### src/rtl/message_ctrl.sv
// Message RAM sequencer: collects rx bytes into RAM, then replays the
// stored characters to the UART transmitter, optionally ending with CR/LF.
module message_ctrl #(
    parameter int unsigned MSG_BYTES = 3,
    parameter int unsigned RD_LEN    = 8,
    parameter bit          EOL_EN    = 1'b1
) (
    input  logic       clk,
    input  logic       rst,
    input  logic [7:0] rx_data,
    input  logic       new_rx_data,
    output logic       wr_en,
    output logic [3:0] wr_addr,
    output logic [7:0] wr_data,
    output logic       ram_clr,
    output logic [3:0] rd_addr,
    input  logic [7:0] rd_data,
    output logic [7:0] tx_data,
    output logic       new_tx_data,
    input  logic       tx_busy,
    output logic       busy,
    output logic       overrun
);

    typedef enum logic [2:0] {
        COLLECT, FETCH, WAIT, SEND, GAP, CR, LF, CLEAR
    } state_t;

    // GAP is shared by the character, CR and LF strobes
    typedef enum logic [1:0] {
        G_CHAR, G_CR, G_LF
    } gap_t;

    localparam logic [3:0] LAST_WR = 4'(MSG_BYTES - 1);
    localparam logic [3:0] RD_END  = 4'(RD_LEN);

    state_t     state_q;
    gap_t       gap_q;
    logic [3:0] wr_cnt_q;
    logic [3:0] rd_idx_q;
    logic       wr_en_q;
    logic [3:0] wr_addr_q;
    logic [7:0] wr_data_q;
    logic       ram_clr_q;
    logic [3:0] rd_addr_q;
    logic [7:0] tx_data_q;
    logic       new_tx_q;
    logic       busy_q;
    logic       overrun_q;

    always_ff @(posedge clk) begin
        if (!rst) begin
            state_q   <= COLLECT;
            gap_q     <= G_CHAR;
            wr_cnt_q  <= '0;
            rd_idx_q  <= '0;
            wr_en_q   <= 1'b0;
            wr_addr_q <= '0;
            wr_data_q <= '0;
            ram_clr_q <= 1'b0;
            rd_addr_q <= '0;
            tx_data_q <= '0;
            new_tx_q  <= 1'b0;
            busy_q    <= 1'b0;
            overrun_q <= 1'b0;
        end else begin
            wr_en_q   <= 1'b0;
            new_tx_q  <= 1'b0;
            ram_clr_q <= 1'b0;
            if (new_rx_data && state_q != COLLECT) begin
                overrun_q <= 1'b1;
            end
            unique case (state_q)
                COLLECT: begin
                    if (new_rx_data) begin
                        wr_en_q   <= 1'b1;
                        wr_addr_q <= wr_cnt_q;
                        wr_data_q <= rx_data;
                        if (wr_cnt_q == LAST_WR) begin
                            wr_cnt_q <= '0;
                            rd_idx_q <= '0;
                            busy_q   <= 1'b1;
                            state_q  <= FETCH;
                        end else begin
                            wr_cnt_q <= wr_cnt_q + 4'd1;
                        end
                    end
                end
                FETCH: begin
                    rd_addr_q <= rd_idx_q;
                    state_q   <= WAIT;
                end
                WAIT: state_q <= SEND;
                SEND: begin
                    if (!tx_busy) begin
                        tx_data_q <= rd_data;
                        new_tx_q  <= 1'b1;
                        rd_idx_q  <= rd_idx_q + 4'd1;
                        gap_q     <= G_CHAR;
                        state_q   <= GAP;
                    end
                end
                GAP: begin
                    case (gap_q)
                        G_CHAR: begin
                            if (rd_idx_q == RD_END) begin
                                state_q <= EOL_EN ? CR : CLEAR;
                            end else begin
                                state_q <= FETCH;
                            end
                        end
                        G_CR:    state_q <= LF;
                        default: state_q <= CLEAR;
                    endcase
                end
                CR: begin
                    if (!tx_busy) begin
                        tx_data_q <= 8'h0D;
                        new_tx_q  <= 1'b1;
                        gap_q     <= G_CR;
                        state_q   <= GAP;
                    end
                end
                LF: begin
                    if (!tx_busy) begin
                        tx_data_q <= 8'h0A;
                        new_tx_q  <= 1'b1;
                        gap_q     <= G_LF;
                        state_q   <= GAP;
                    end
                end
                CLEAR: begin
                    ram_clr_q <= 1'b1;
                    rd_addr_q <= '0;
                    busy_q    <= 1'b0;
                    state_q   <= COLLECT;
                end
            endcase
        end
    end

    assign wr_en       = wr_en_q;
    assign wr_addr     = wr_addr_q;
    assign wr_data     = wr_data_q;
    assign ram_clr     = ram_clr_q;
    assign rd_addr     = rd_addr_q;
    assign tx_data     = tx_data_q;
    assign new_tx_data = new_tx_q;
    assign busy        = busy_q;
    assign overrun     = overrun_q;

endmodule

### config.mk
export PLATFORM = sky130hd
export DESIGN_NAME = message_ctrl
export DESIGN_NICKNAME = d
export VERILOG_FILES = /design/src/rtl/message_ctrl.sv
export SDC_FILE = /design/constraint.sdc
export NUM_CORES = 1
export LEC_CHECK = 0
export CORE_AREA = 2 2 82 84
export DETAILED_ROUTE_END_ITERATION = 6
export DIE_AREA = 0 0 84 86
export SYNTH_ARGS = -nofsm -noshare
export SYNTH_HDL_FRONTEND = slang
export SYNTH_SLANG_ARGS = --single-unit
### constraint.sdc
create_clock -name clk -period 3.9 [get_ports clk]
set_input_delay 0.78 -clock clk [delete_from_list [all_inputs] [get_ports clk]]
set_output_delay 0.78 -clock clk [all_outputs]
set_load 0.01 [all_outputs]
Word-level counts from Yosys, hierarchy flattened

Cells that the tools add are included.

Shift operators: 0
Mux-type cells: 26
Magnitude comparators: 0
Add/subtract/negate cells: 2
Equality and inequality tests: 16
Multipliers: 0
Divide/modulo/power cells: 0
Bitwise operators: 0
Reductions and logical operators: 16

Operator list:

| kind                  | count |
|---|---|
| $mux W8               | 3 |
| $pmux W8 S3           | 1 |
| $pmux W3 S6           | 1 |
| $mux W4               | 4 |
| $pmux W4 S2           | 2 |
| $eq A3 B3 Y1 const B  | 4 |
| $mux W3               | 4 |
| $ne A2 B2 Y1 const B  | 6 |
| $add A4 B1 Y4 const B | 2 |
| $reduce_and A4 Y1     | 2 |
| $eq A3 B2 Y1 const B  | 2 |
| $mux W2               | 3 |
| $pmux W2 S3           | 1 |
| $pmux W3 S2           | 1 |
| $reduce_and A2 Y1     | 3 |
| $reduce_and A3 Y1     | 2 |
| $reduce_bool A2 Y1    | 3 |
| $reduce_bool A3 Y1    | 2 |
| $mux W1               | 5 |
| $eq A4 B2 Y1 const B  | 1 |
| $eq A4 B4 Y1 const B  | 1 |
| $eq A3 B1 Y1 const B  | 1 |
| $logic_not A3 Y1      | 1 |
| $reduce_or A3 Y1      | 1 |
| 4 further kinds       | 4 |

Memories kept: 0
Output and inout port bits: 29
Flip-flop bits (word level): 42
Word-level logic and storage cells: 73
Latch bits: 0
ROM bits: 0
RAM bits: 0

Logic depth before layout (Yosys ltp)

Depth after elaboration: 4
Mapped depth: 6
Depth with buffers taken out: 4

Worst setup path before layout

No wires, ideal clock.

Kind: input port to flip-flop
From: input new_rx_data
To: register wr_cnt_q[3]
Setup slack: 2.037 ns
Path buffers: 1
Cell stages on the path: 4
Setup time: 0.070 ns
Arrival: 1.792 ns
Data required time: 3.830 ns
Path through: or4b_1 > buf_2 > or3_1 > a21oi_1

Cells in the longest elaborated chain, start to end: 1

Ends and longest elaborated chain:

| what                        | line | RTL |
|---|---|---|
| from (decl)                 | 11   | `input logic new_rx_data,` |
| $reduce_and A2 Y1 (no line) | -    |  |
| to (signal assigned)        | 85   | `wr_cnt_q <= wr_cnt_q + 4'd1;` |
| to (decl)                   | 39   | `logic [3:0] wr_cnt_q;` |

No other way between the ends.
A chain may end at the register's enable or synchronous reset.

Worst setup path after layout

Ends and elaborated chain as after synthesis.

==> impl_metrics.env <==
export IMPL_p_per_area_nw_per_um2=359
export IMPL_grt_met1_usage_pct=15.7
export IMPL_avgSynthCellArea_um2=8.36
export IMPL_start_util_pct=29.6
export IMPL_ctsHoldBuffers=0
export IMPL_grt_antenna_before_repair=0
export IMPL_dieArea_um2=7220
export IMPL_die_w_um=84
export IMPL_hold_end="wr_data[0]"
export IMPL_port_buffers=48
export IMPL_cts_root_buffer="clkbuf_8"
export IMPL_synthMuxAreaShare_pct=0.539
export IMPL_switchingPower_uw=213
export IMPL_hold_class="register to register"
export IMPL_yosys_warnings=0
export IMPL_drv_slew=0
export IMPL_grt_total_usage_pct=12.3
export IMPL_wl_per_cell_um=12.8
export IMPL_hold_slack_ns=0.456
export IMPL_finClkSkew_ns=0.0106
export IMPL_setup_tns_final_ns=0
export IMPL_synthArstFlopShare_pct=0
export IMPL_status="finished, final reports clean"
export IMPL_crit_fanout=16
export IMPL_synth_edff_count=0
export IMPL_cp_start_kind="input pin"
export IMPL_ys_types=39
export IMPL_use_met2_pct=19.6
export IMPL_coreArea_um2=6280
export IMPL_hpwl_um=2770
export IMPL_io_pins=49
export IMPL_rsz0062_at_grt="false"
export IMPL_vias_per_cell=4.86
export IMPL_firstDrtPassIters=5
export IMPL_rows=29
export IMPL_grt_util_met3_pct=3.46
export IMPL_leakagePower_nw=0.844
export IMPL_cts_max_level=2
export IMPL_layout_drive_gt1_share_pct=5.34
export IMPL_cts_tree="yes"
export IMPL_final_period_utilization_pct=60.4
export IMPL_syn_instance_count=222
export IMPL_synthAdderAreaFrac_pct=1.35
export IMPL_rr_worst_depth=3
export IMPL_cts_sinks=42
export IMPL_finalCriticalPeriod_ns=2.36
export IMPL_hp_start="wr_data[0]"
export IMPL_num_vias=1647
export IMPL_clockBufferDepth=2
export IMPL_grt_overflow_total=0
export IMPL_tightest_slew_ns=0.940
export IMPL_clk_pin_slew_worst_paths_ns=0.08
export IMPL_swShare_pct=23.9
export IMPL_pwr_share_seq_pct=51.0
export IMPL_hold_depth=2
export IMPL_worstSkewPairLatency_ns=0.30
export IMPL_vdd_drop_max_v=0.000162
export IMPL_ys_seq_area_share_pct=45.3
export IMPL_cap_violations=0
export IMPL_antennaDiodeCount=0
export IMPL_synth_area_um2=1860
export IMPL_r2r_setup_slack_ns=1.74
export IMPL_internal_power_uw=679
export IMPL_worstPathRequired_ns=4.13
export IMPL_synth_main_ff_cell="dfxtp_1"
export IMPL_cts_post_setup_buffers_inserted=0
export IMPL_r2r_end="wr_cnt_q[3]"
export IMPL_fmaxAchievable_mhz=425
export IMPL_slew_headroom_pct=37.3
export IMPL_r2r_start="state_q[1]"
export IMPL_synth_nets=244
export IMPL_fin_nets=283
export IMPL_postRouteAntennaNets=0
export IMPL_cts_resized_gates=0
export IMPL_die_y_um=86
export IMPL_crit_path_end_kind="register"
export IMPL_clkPwrFrac_pct=39.2
export IMPL_synth_top_family_by_area="simple AND/OR/NAND/NOR gates"
export IMPL_grt_first_pass_wirelength_um=7230
export IMPL_routabilityCongestion=0.776
export IMPL_first_global_vias=1555
export IMPL_wl_um=4340
export IMPL_hold_viol=0
export IMPL_grt_max_degree=30
export IMPL_area_growth_pct=33.7
export IMPL_synth_xor_area_share_pct=0.472
export IMPL_path_class="input pin to register"
export IMPL_fill_cells=662
export IMPL_ys_ff_latch=42
export IMPL_synth_compound_area_share_pct=22.3
export IMPL_cts_made_buffers=5
export IMPL_drc=0
export IMPL_comb_power_share_pct=9.8
export IMPL_drt_first_iter_violations=101
export IMPL_top_usage_layer="met2"
export IMPL_synthSimpleGateAreaFrac_pct=24.3
export IMPL_setup_viol=0
export IMPL_worstPathArrival_ns=2.58
[cell type report]
cell class	instances	area (µm²)	area share, %
multi-input cells	155	908	36.6
flip-flops and latches	42	841	33.9
repair buffers	51	503	20.3
well taps	77	96.3	3.88
clock buffers	6	72.6	2.92
clock inverters	2	37.5	1.51
inverters	6	22.5	0.908
[critical path, stage by stage]
cell             delay (ns)
clkdlybuf4s50_1        0.51
or4b_1                 0.72
or3_1                  0.43
a21oi_1                0.14
[worst max-delay path by stage]
| stage | from | to | slack (ns) | depth (start not counted) |
|---|---|---|---|---|
| final | new_rx_data | wr_cnt_q[3] | 1.54 | 4 |
| after global placement | new_rx_data | wr_cnt_q[3] | 1.24 | 4 |
| after detailed placement | new_rx_data | wr_cnt_q[3] | 1.22 | 4 |
| after floorplan | new_rx_data | wr_cnt_q[3] | 2.04 | 4 |
| after CTS | new_rx_data | wr_cnt_q[3] | 1.53 | 4 |
| after global routing | new_rx_data | wr_cnt_q[3] | 1.45 | 4 |
[cell families (layout without fill, tap and decap cells)]
logic type      count (synthesis)  in the layout
flops                          42             42
buf+inv                        25             65
mux                             1              1
fa+ha+maj                       2              2
compound gates                 66             66
xor+xnor                        1              1
simple gates                   85             85
[cells in the final DEF, fill, tap and decap left out, drive strengths merged, types with 3 or more instances in the layout]
cell / Yosys / routed
o21a: 6 / 6
clkbuf: 13 / 6
buf: 6 / 3
a21oi: 27 / 27
clkdlybuf4s50: 0 / 48
nor3: 3 / 3
o21ai: 12 / 12
or3: 4 / 4
nor2: 8 / 8
nand2: 36 / 36
nand3b: 6 / 6
dfxtp: 42 / 42
o211ai: 5 / 5
nand2b: 4 / 4
inv: 6 / 6
a21boi: 4 / 4
nand3: 11 / 11
[power groups by stage]
stage / combinational, mW / sequential, mW / clock [mW]
floorplan: 0.0462 / 0.460 / 0
global placement: 0.0884 / 0.464 / 0
detailed placement: 0.0885 / 0.465 / 0
CTS: 0.0887 / 0.454 / 0.361
global route: 0.0968 / 0.456 / 0.378
finish: 0.0872 / 0.454 / 0.350
[sequential cells by signal, indices dropped and copies added (netlist names), 2 cells and up]
signal,flops
wr_addr,4
state_q,3
tx_data,8
wr_data,8
wr_cnt_q,4
gap_q,2
rd_addr,4
rd_idx_q,4
[per-stage QoR]
step	power [mW]	area (µm²)	std cells	setup slack (ns)	util [%]
after floorplan	0.506	1860	222	2.04	-
after global placement	0.553	2370	331	1.24	37.8
after detailed placement	0.553	2370	331	1.22	37.8
after CTS	0.904	2480	339	1.53	39.5
after global routing	0.931	2480	339	1.45	39.5
final	0.891	2480	339	1.54	39.5
[cells in the mapped netlist, types with 2 or more instances]
master    number  area [µm²]
o21bai_1       2        15.0
clkbuf_1      13        48.8
nor2_1         8        30.0
buf_2          4        20.0
a311oi_1       2        17.5
or3_1          4        25.0
o211ai_1       5        37.5
nor4bb_1       2        20.0
o21ai_0       12        60.1
nor3b_1        2        15.0
a21oi_1       27         135
inv_1          6        22.5
nand3_1       11        55.1
o221a_2        2        22.5
o211a_1        2        20.0
o21a_1         6        45.0
a21boi_0       4        30.0
o41ai_1        2        17.5
dfxtp_1       42         841
ha_1           2        25.0
nand3b_1       6        45.0
nand2_1       36         135
nand2b_1       4        25.0
nor3_1         3        15.0
[routing by layer]
layer  wire, µm  vias to the layer above  part of all wire (%)
li1           -                      857                     -
met1       2180                      743                    50
met2       1900                       40                    44
met3        197                        7                   4.5
met4         70                        0                   1.6
met5          0                        -                     0
(Power assumes the default switching activity.)
==> RTL change 1 (same settings) <==
Re-encode `state_t` (8 states) as Gray code, 3 bits wide.
--- a/src/rtl/message_ctrl.sv
+++ b/src/rtl/message_ctrl.sv
@@ -25,3 +25,3 @@
     typedef enum logic [2:0] {
-        COLLECT, FETCH, WAIT, SEND, GAP, CR, LF, CLEAR
+        COLLECT = 3'b000, FETCH = 3'b001, WAIT = 3'b011, SEND = 3'b010, GAP = 3'b110, CR = 3'b111, LF = 3'b101, CLEAR = 3'b100
     } state_t;
Formal check against the unedited RTL: same outputs for any inputs over 10 cycles, from zero or initial values and one cycle with rst low; not proved beyond that.
==> RTL change 1 against the original RTL <==
  * Sequential power up 5.7%
  * Area after synthesis up 1.8%
  * Non-clock buffer count decreased by 2
  * Wire length is 2.0% lower
  * Fmax fell by 4.3%
  * Hold slack got worse by 0.0024 ns
  * Die area is the same
  * Sequential share of layout area is 0.27 points lower
  * Sequential cell count unchanged
  * Total power grew 9.4%
  * Worst setup slack got worse by 0.11 ns
  * Cell area rose by 0.81%
  * Largest power group unchanged
  * Highest routed layer unchanged
==> RTL change 1: results (changes against the original RTL) <==
<table>
<tr><th>Metric</th><th>Value</th></tr>
<tr><th colspan="2">Detailed routing</th></tr>
<tr><td>Routed WL per cell</td><td>12.5 µm (-2.0%)</td></tr>
<tr><td>TritonRoute pass-1 iters</td><td>4 (-1)</td></tr>
<tr><td>Met3 routed wirelength</td><td>156 µm (-21%)</td></tr>
<tr><td>WL met1</td><td>1990 µm (-8.5%)</td></tr>
<tr><td>Drt initial violations</td><td>153 (+51%)</td></tr>
<tr><th colspan="2">Power</th></tr>
<tr><td>IR drop worst, VDD</td><td>170 µV (+5.3%)</td></tr>
<tr><td>Combinational share of power</td><td>0.150 (+0.052)</td></tr>
<tr><td>Static leakage</td><td>0.861 nW (+2.0%)</td></tr>
<tr><td>Sequential group power</td><td>0.000480 W (+5.7%)</td></tr>
<tr><td>Sw Pwr</td><td>0.000253 W (+19%)</td></tr>
<tr><th colspan="2">Global route</th></tr>
<tr><td>First-pass GRT wire length</td><td>7480 µm (+3.4%)</td></tr>
<tr><td>Met3 Resource Use GR</td><td>0.0327 (-0.00192)</td></tr>
<tr><td>Fraction of met2 tracks used by global routing</td><td>0.203 (+0.00655)</td></tr>
<tr><td>Met1 demand-to-capacity share in global routing</td><td>0.162 (+0.00471)</td></tr>
<tr><th colspan="2">STA</th></tr>
<tr><td>Slew at the pin closest to its max-slew limit</td><td>0.879 ns (-0.0612 ns)</td></tr>
<tr><td>Final clock skew</td><td>0.00704 ns (-0.00358 ns)</td></tr>
<tr><th colspan="2">Synth</th></tr>
<tr><td>Cell types occupying the most area after synthesis</td><td>sky130_fd_sc_hd__dfxtp_1 (45%), sky130_fd_sc_hd__a21oi_1 (8.2%), sky130_fd_sc_hd__nand2_1 (6.0%)</td></tr>
<tr><td>Distinct cell type count after synthesis</td><td>43 (+10%)</td></tr>
<tr><td>Synthesized Nets</td><td>245 (+0.41%)</td></tr>
<tr><td>Commonest cells in the netlist</td><td>sky130_fd_sc_hd__dfxtp_1 (42), sky130_fd_sc_hd__a21oi_1 (31), sky130_fd_sc_hd__nand2_1 (30)</td></tr>
<tr><th colspan="2">Setup path</th></tr>
<tr><td>Cell type of the slowest stage on the worst timing path</td><td>sky130_fd_sc_hd__inv_1</td></tr>
<tr><td>Stage delay of the slowest cell on the critical path</td><td>0.76 ns (+0.04 ns)</td></tr>
<tr><td>Maximum fanout encountered on the critical timing path</td><td>30 (+14)</td></tr>
<tr><th colspan="2">Finish</th></tr>
<tr><td>Proportion of layout cells with a drive suffix above 1</td><td>0.0687 (+0.0153)</td></tr>
<tr><th colspan="2">Placed design</th></tr>
<tr><td>Weighted congestion reported at the end of routability-driven placement</td><td>0.806 (+3.9%)</td></tr>
<tr><td>Half-perimeter wire length of the detailed placement result</td><td>2970 µm (+7.3%)</td></tr>
<tr><th colspan="2">Run status</th></tr>
<tr><td>Status</td><td>complete, no violations</td></tr>
</table>
RTL change 1: cell types whose count changed after synthesis, moves of 4 or more:
cell / delta
sky130_fd_sc_hd__and3b_1: +5
sky130_fd_sc_hd__a32o_1: +4
sky130_fd_sc_hd__a21oi_1: +4
sky130_fd_sc_hd__nand2_1: -6
sky130_fd_sc_hd__o21a_1: -5
sky130_fd_sc_hd__nand3b_1: -5
sky130_fd_sc_hd__nor2b_1: +7
sky130_fd_sc_hd__nand3_1: -7
sky130_fd_sc_hd__o21ai_0: +4
sky130_fd_sc_hd__nand2b_1: +5
sky130_fd_sc_hd__o211ai_1: -4
RTL change 1: layout make-up:
type                    instances  area [µm²]
fillers                       646        3780
multi-input cells             154         930
flip-flops and latches         42         841
repair buffers                 49         488
well taps                      77        96.3
clock buffers                   5        68.8
clock inverters                 3        43.8
inverters                       9        33.8
RTL change 1: metrics by stage:
stage	power (W)	setup WS (ns)	cells
floorplan	0.000574	1.99	223
global placement	0.000639	1.10	331
detailed placement	0.000639	1.07	331
CTS	0.000991	1.40	339
global route	0.00103	1.25	339
finish	0.000975	1.44	339
RTL change 1: final timing paths:
| kind | from | endpoint | slack (ns) | depth (start not counted) |
|---|---|---|---|---|
| min | overrun | overrun | 0.45 | 2 |
| max | rst | tx_data[6] | 1.44 | 4 |
| min reg2reg | overrun | overrun | 0.45 | 2 |
| max reg2reg | state_q[0] | rd_idx_q[3] | 1.94 | 3 |
RTL change 1: cell families (layout without fill, tap and decap cells):
kind of cell    Yosys count  in the layout  synth area share
buf+inv                  27             66            0.0629
flops                    42             42             0.445
simple gates             81             81             0.247
fa+ha+maj                 2              2            0.0132
compound gates           70             70             0.227
xor+xnor                  1              1           0.00464
==> RTL change 2 (same flow settings) <==
Without the edit above. Change the parameter `EOL_EN` from 1'b1 to 1'b0.
--- a/src/rtl/message_ctrl.sv
+++ b/src/rtl/message_ctrl.sv
@@ -5,3 +5,3 @@
     parameter int unsigned RD_LEN    = 8,
-    parameter bit          EOL_EN    = 1'b1
+    parameter bit          EOL_EN    = 1'b0
 ) (
Function: same outputs for any inputs over 10 cycles, from zero or initial values and one cycle with rst low; that may be too few to reach the edited logic, so the function may still have changed.
==> RTL change 2 against the original RTL <==
  * Worst setup slack gained 0.026 ns
  * Area after synthesis grew 1.3%
  * Critical endpoint unchanged
  * Sequential cell count is the same
  * Non-clock buffer count is the same
  * Synthesized cell count grew 1.8%
  * Cell area grew 1.2%
  * Wire length grew 2.1%
Power is not compared: it rests on default switching activity, and its combinational part moved more than twofold at a synthesized area within 25%.
==> RTL change 2: results (changes against the original RTL) <==
<table>
<tr><th>Metric</th><th>Value</th></tr>
<tr><th colspan="2">Finish</th></tr>
<tr><td>Non-clock buffer area fraction after layout</td><td>0.200 (-0.00232)</td></tr>
<tr><td>Clock-cell share of area</td><td>0.0434 (-0.00101)</td></tr>
<tr><td>Multi-input logic portion of the cell area</td><td>0.372 (+0.00627)</td></tr>
<tr><td>NumNets Final</td><td>288 (+1.8%)</td></tr>
<tr><td>Non-Clock Inverter Count</td><td>7 (+1)</td></tr>
<tr><td>Proportion of layout cells with a drive suffix above 1</td><td>0.0674 (+0.0140)</td></tr>
<tr><td>Number of clock buffers in the layout</td><td>5 (-1)</td></tr>
<tr><td>Layout filler cell count</td><td>644 (-2.7%)</td></tr>
<tr><td>Multi-input logic cell count</td><td>159 (+2.6%)</td></tr>
<tr><th colspan="2">Detailed routing</th></tr>
<tr><td>Via count</td><td>1700 (+3.2%)</td></tr>
<tr><td>Final wirelength</td><td>4430 µm (+2.1%)</td></tr>
<tr><td>TritonRoute pass-1 iters</td><td>4 (-1)</td></tr>
<tr><td>WL met1</td><td>2140 µm (-1.5%)</td></tr>
<tr><td>Antenna-violating nets left</td><td>0 (unchanged)</td></tr>
<tr><td>Drt initial violations</td><td>95 (-5.9%)</td></tr>
<tr><td>Met3 routed wirelength</td><td>141 µm (-28%)</td></tr>
<tr><th colspan="2">Placed design</th></tr>
<tr><td>Weighted congestion reported at the end of routability-driven placement</td><td>0.729 (-6.1%)</td></tr>
<tr><td>Half-perimeter wire length of the detailed placement result</td><td>3010 µm (+8.8%)</td></tr>
<tr><th colspan="2">Global route</th></tr>
<tr><td>Met3 Resource Use GR</td><td>0.0327 (-0.00192)</td></tr>
<tr><td>First-pass GRT wire length</td><td>7530 µm (+4.2%)</td></tr>
<tr><td>Fraction of met2 tracks used by global routing</td><td>0.202 (+0.00582)</td></tr>
<tr><td>Overall global routing resource usage</td><td>0.129 (+0.00608)</td></tr>
<tr><td>Met1 demand-to-capacity share in global routing</td><td>0.168 (+0.0114)</td></tr>
<tr><th colspan="2">Synth</th></tr>
<tr><td>Fraction of the yosys area taken by sequential cells</td><td>0.447 (-0.00603)</td></tr>
<tr><td>Commonest cells in the netlist</td><td>sky130_fd_sc_hd__dfxtp_1 (42), sky130_fd_sc_hd__nand2_1 (35), sky130_fd_sc_hd__a21oi_1 (28)</td></tr>
<tr><td>Syn avg cell area</td><td>8.32 µm² (-0.45%)</td></tr>
<tr><td>Synthesized Nets</td><td>248 (+1.6%)</td></tr>
<tr><th colspan="2">STA</th></tr>
<tr><td>Final clock skew</td><td>0.00802 ns (-0.00261 ns)</td></tr>
<tr><td>Max-slew headroom at the worst pin</td><td>0.409 (+0.0368)</td></tr>
<tr><th colspan="2">Run status</th></tr>
<tr><td>Status</td><td>complete, no violations</td></tr>
<tr><th colspan="2">Min path</th></tr>
<tr><td>Startpoint of the worst hold path</td><td>wr_data[7]</td></tr>
<tr><th colspan="2">Setup path</th></tr>
<tr><td>Stage delay of the slowest cell on the critical path</td><td>0.71 ns</td></tr>
<tr><td>Crit path DAT</td><td>2.56 ns (-0.02 ns)</td></tr>
</table>
==> RTL change 2: cell count changes in the layout (fill, tap and decap cells not counted), sizes merged, moves of 2 or more <==
| cell | unedited run | this run |
|---|---|---|
| o211ai | 5 | 1 |
| nand2b | 4 | 7 |
| a2bb2oi | 0 | 2 |
| clkinv | 0 | 2 |
| nor2 | 8 | 10 |
| nor3b | 2 | 0 |
| o221a | 2 | 4 |
| o31a | 0 | 2 |
==> RTL change 2: logic make-up (layout without fill, tap and decap cells) <==
kind of cell             count (synthesis)  count (layout)  share of synthesized area
flip-flops                              42              42                      0.447
multiplexers                             1               1                    0.00532
buffers and inverters                   25              66                     0.0559
AND/OR/NAND/NOR                         88              88                      0.246
AO/OA/AOI/OAI                           68              68                      0.232
adder cells (fa/ha/maj)                  2               2                     0.0133
==> RTL change 2: worst paths after layout <==
path | cells past startpoint | end | slack [ns]
worst max-delay path | 4 | wr_cnt_q[3] | 1.57
worst min-delay path | 2 | wr_data[7] | 0.46
worst max register to register | 3 | tx_data[3] | 1.76
worst min register to register | 2 | wr_data[7] | 0.46
==> RTL change 2: tightest hold or removal path, stage by stage, from the launching register on <==
cell and delay (ns):
sky130_fd_sc_hd__dfxtp_1 0.31, sky130_fd_sc_hd__nand2_1 0.05, sky130_fd_sc_hd__a21oi_1 0.05
==> RTL change 2: stage by stage <==
| step | area [µm²] | hold WS (ns) | util |
|---|---|---|---|
| after global placement | 2400 | 0.443 | 0.383 |
| after floorplan | 1880 | 0.458 | - |
| after global routing | 2510 | 0.477 | 0.400 |
| after detailed placement | 2400 | 0.449 | 0.383 |
| after CTS | 2510 | 0.461 | 0.400 |
| final | 2510 | 0.459 | 0.400 |
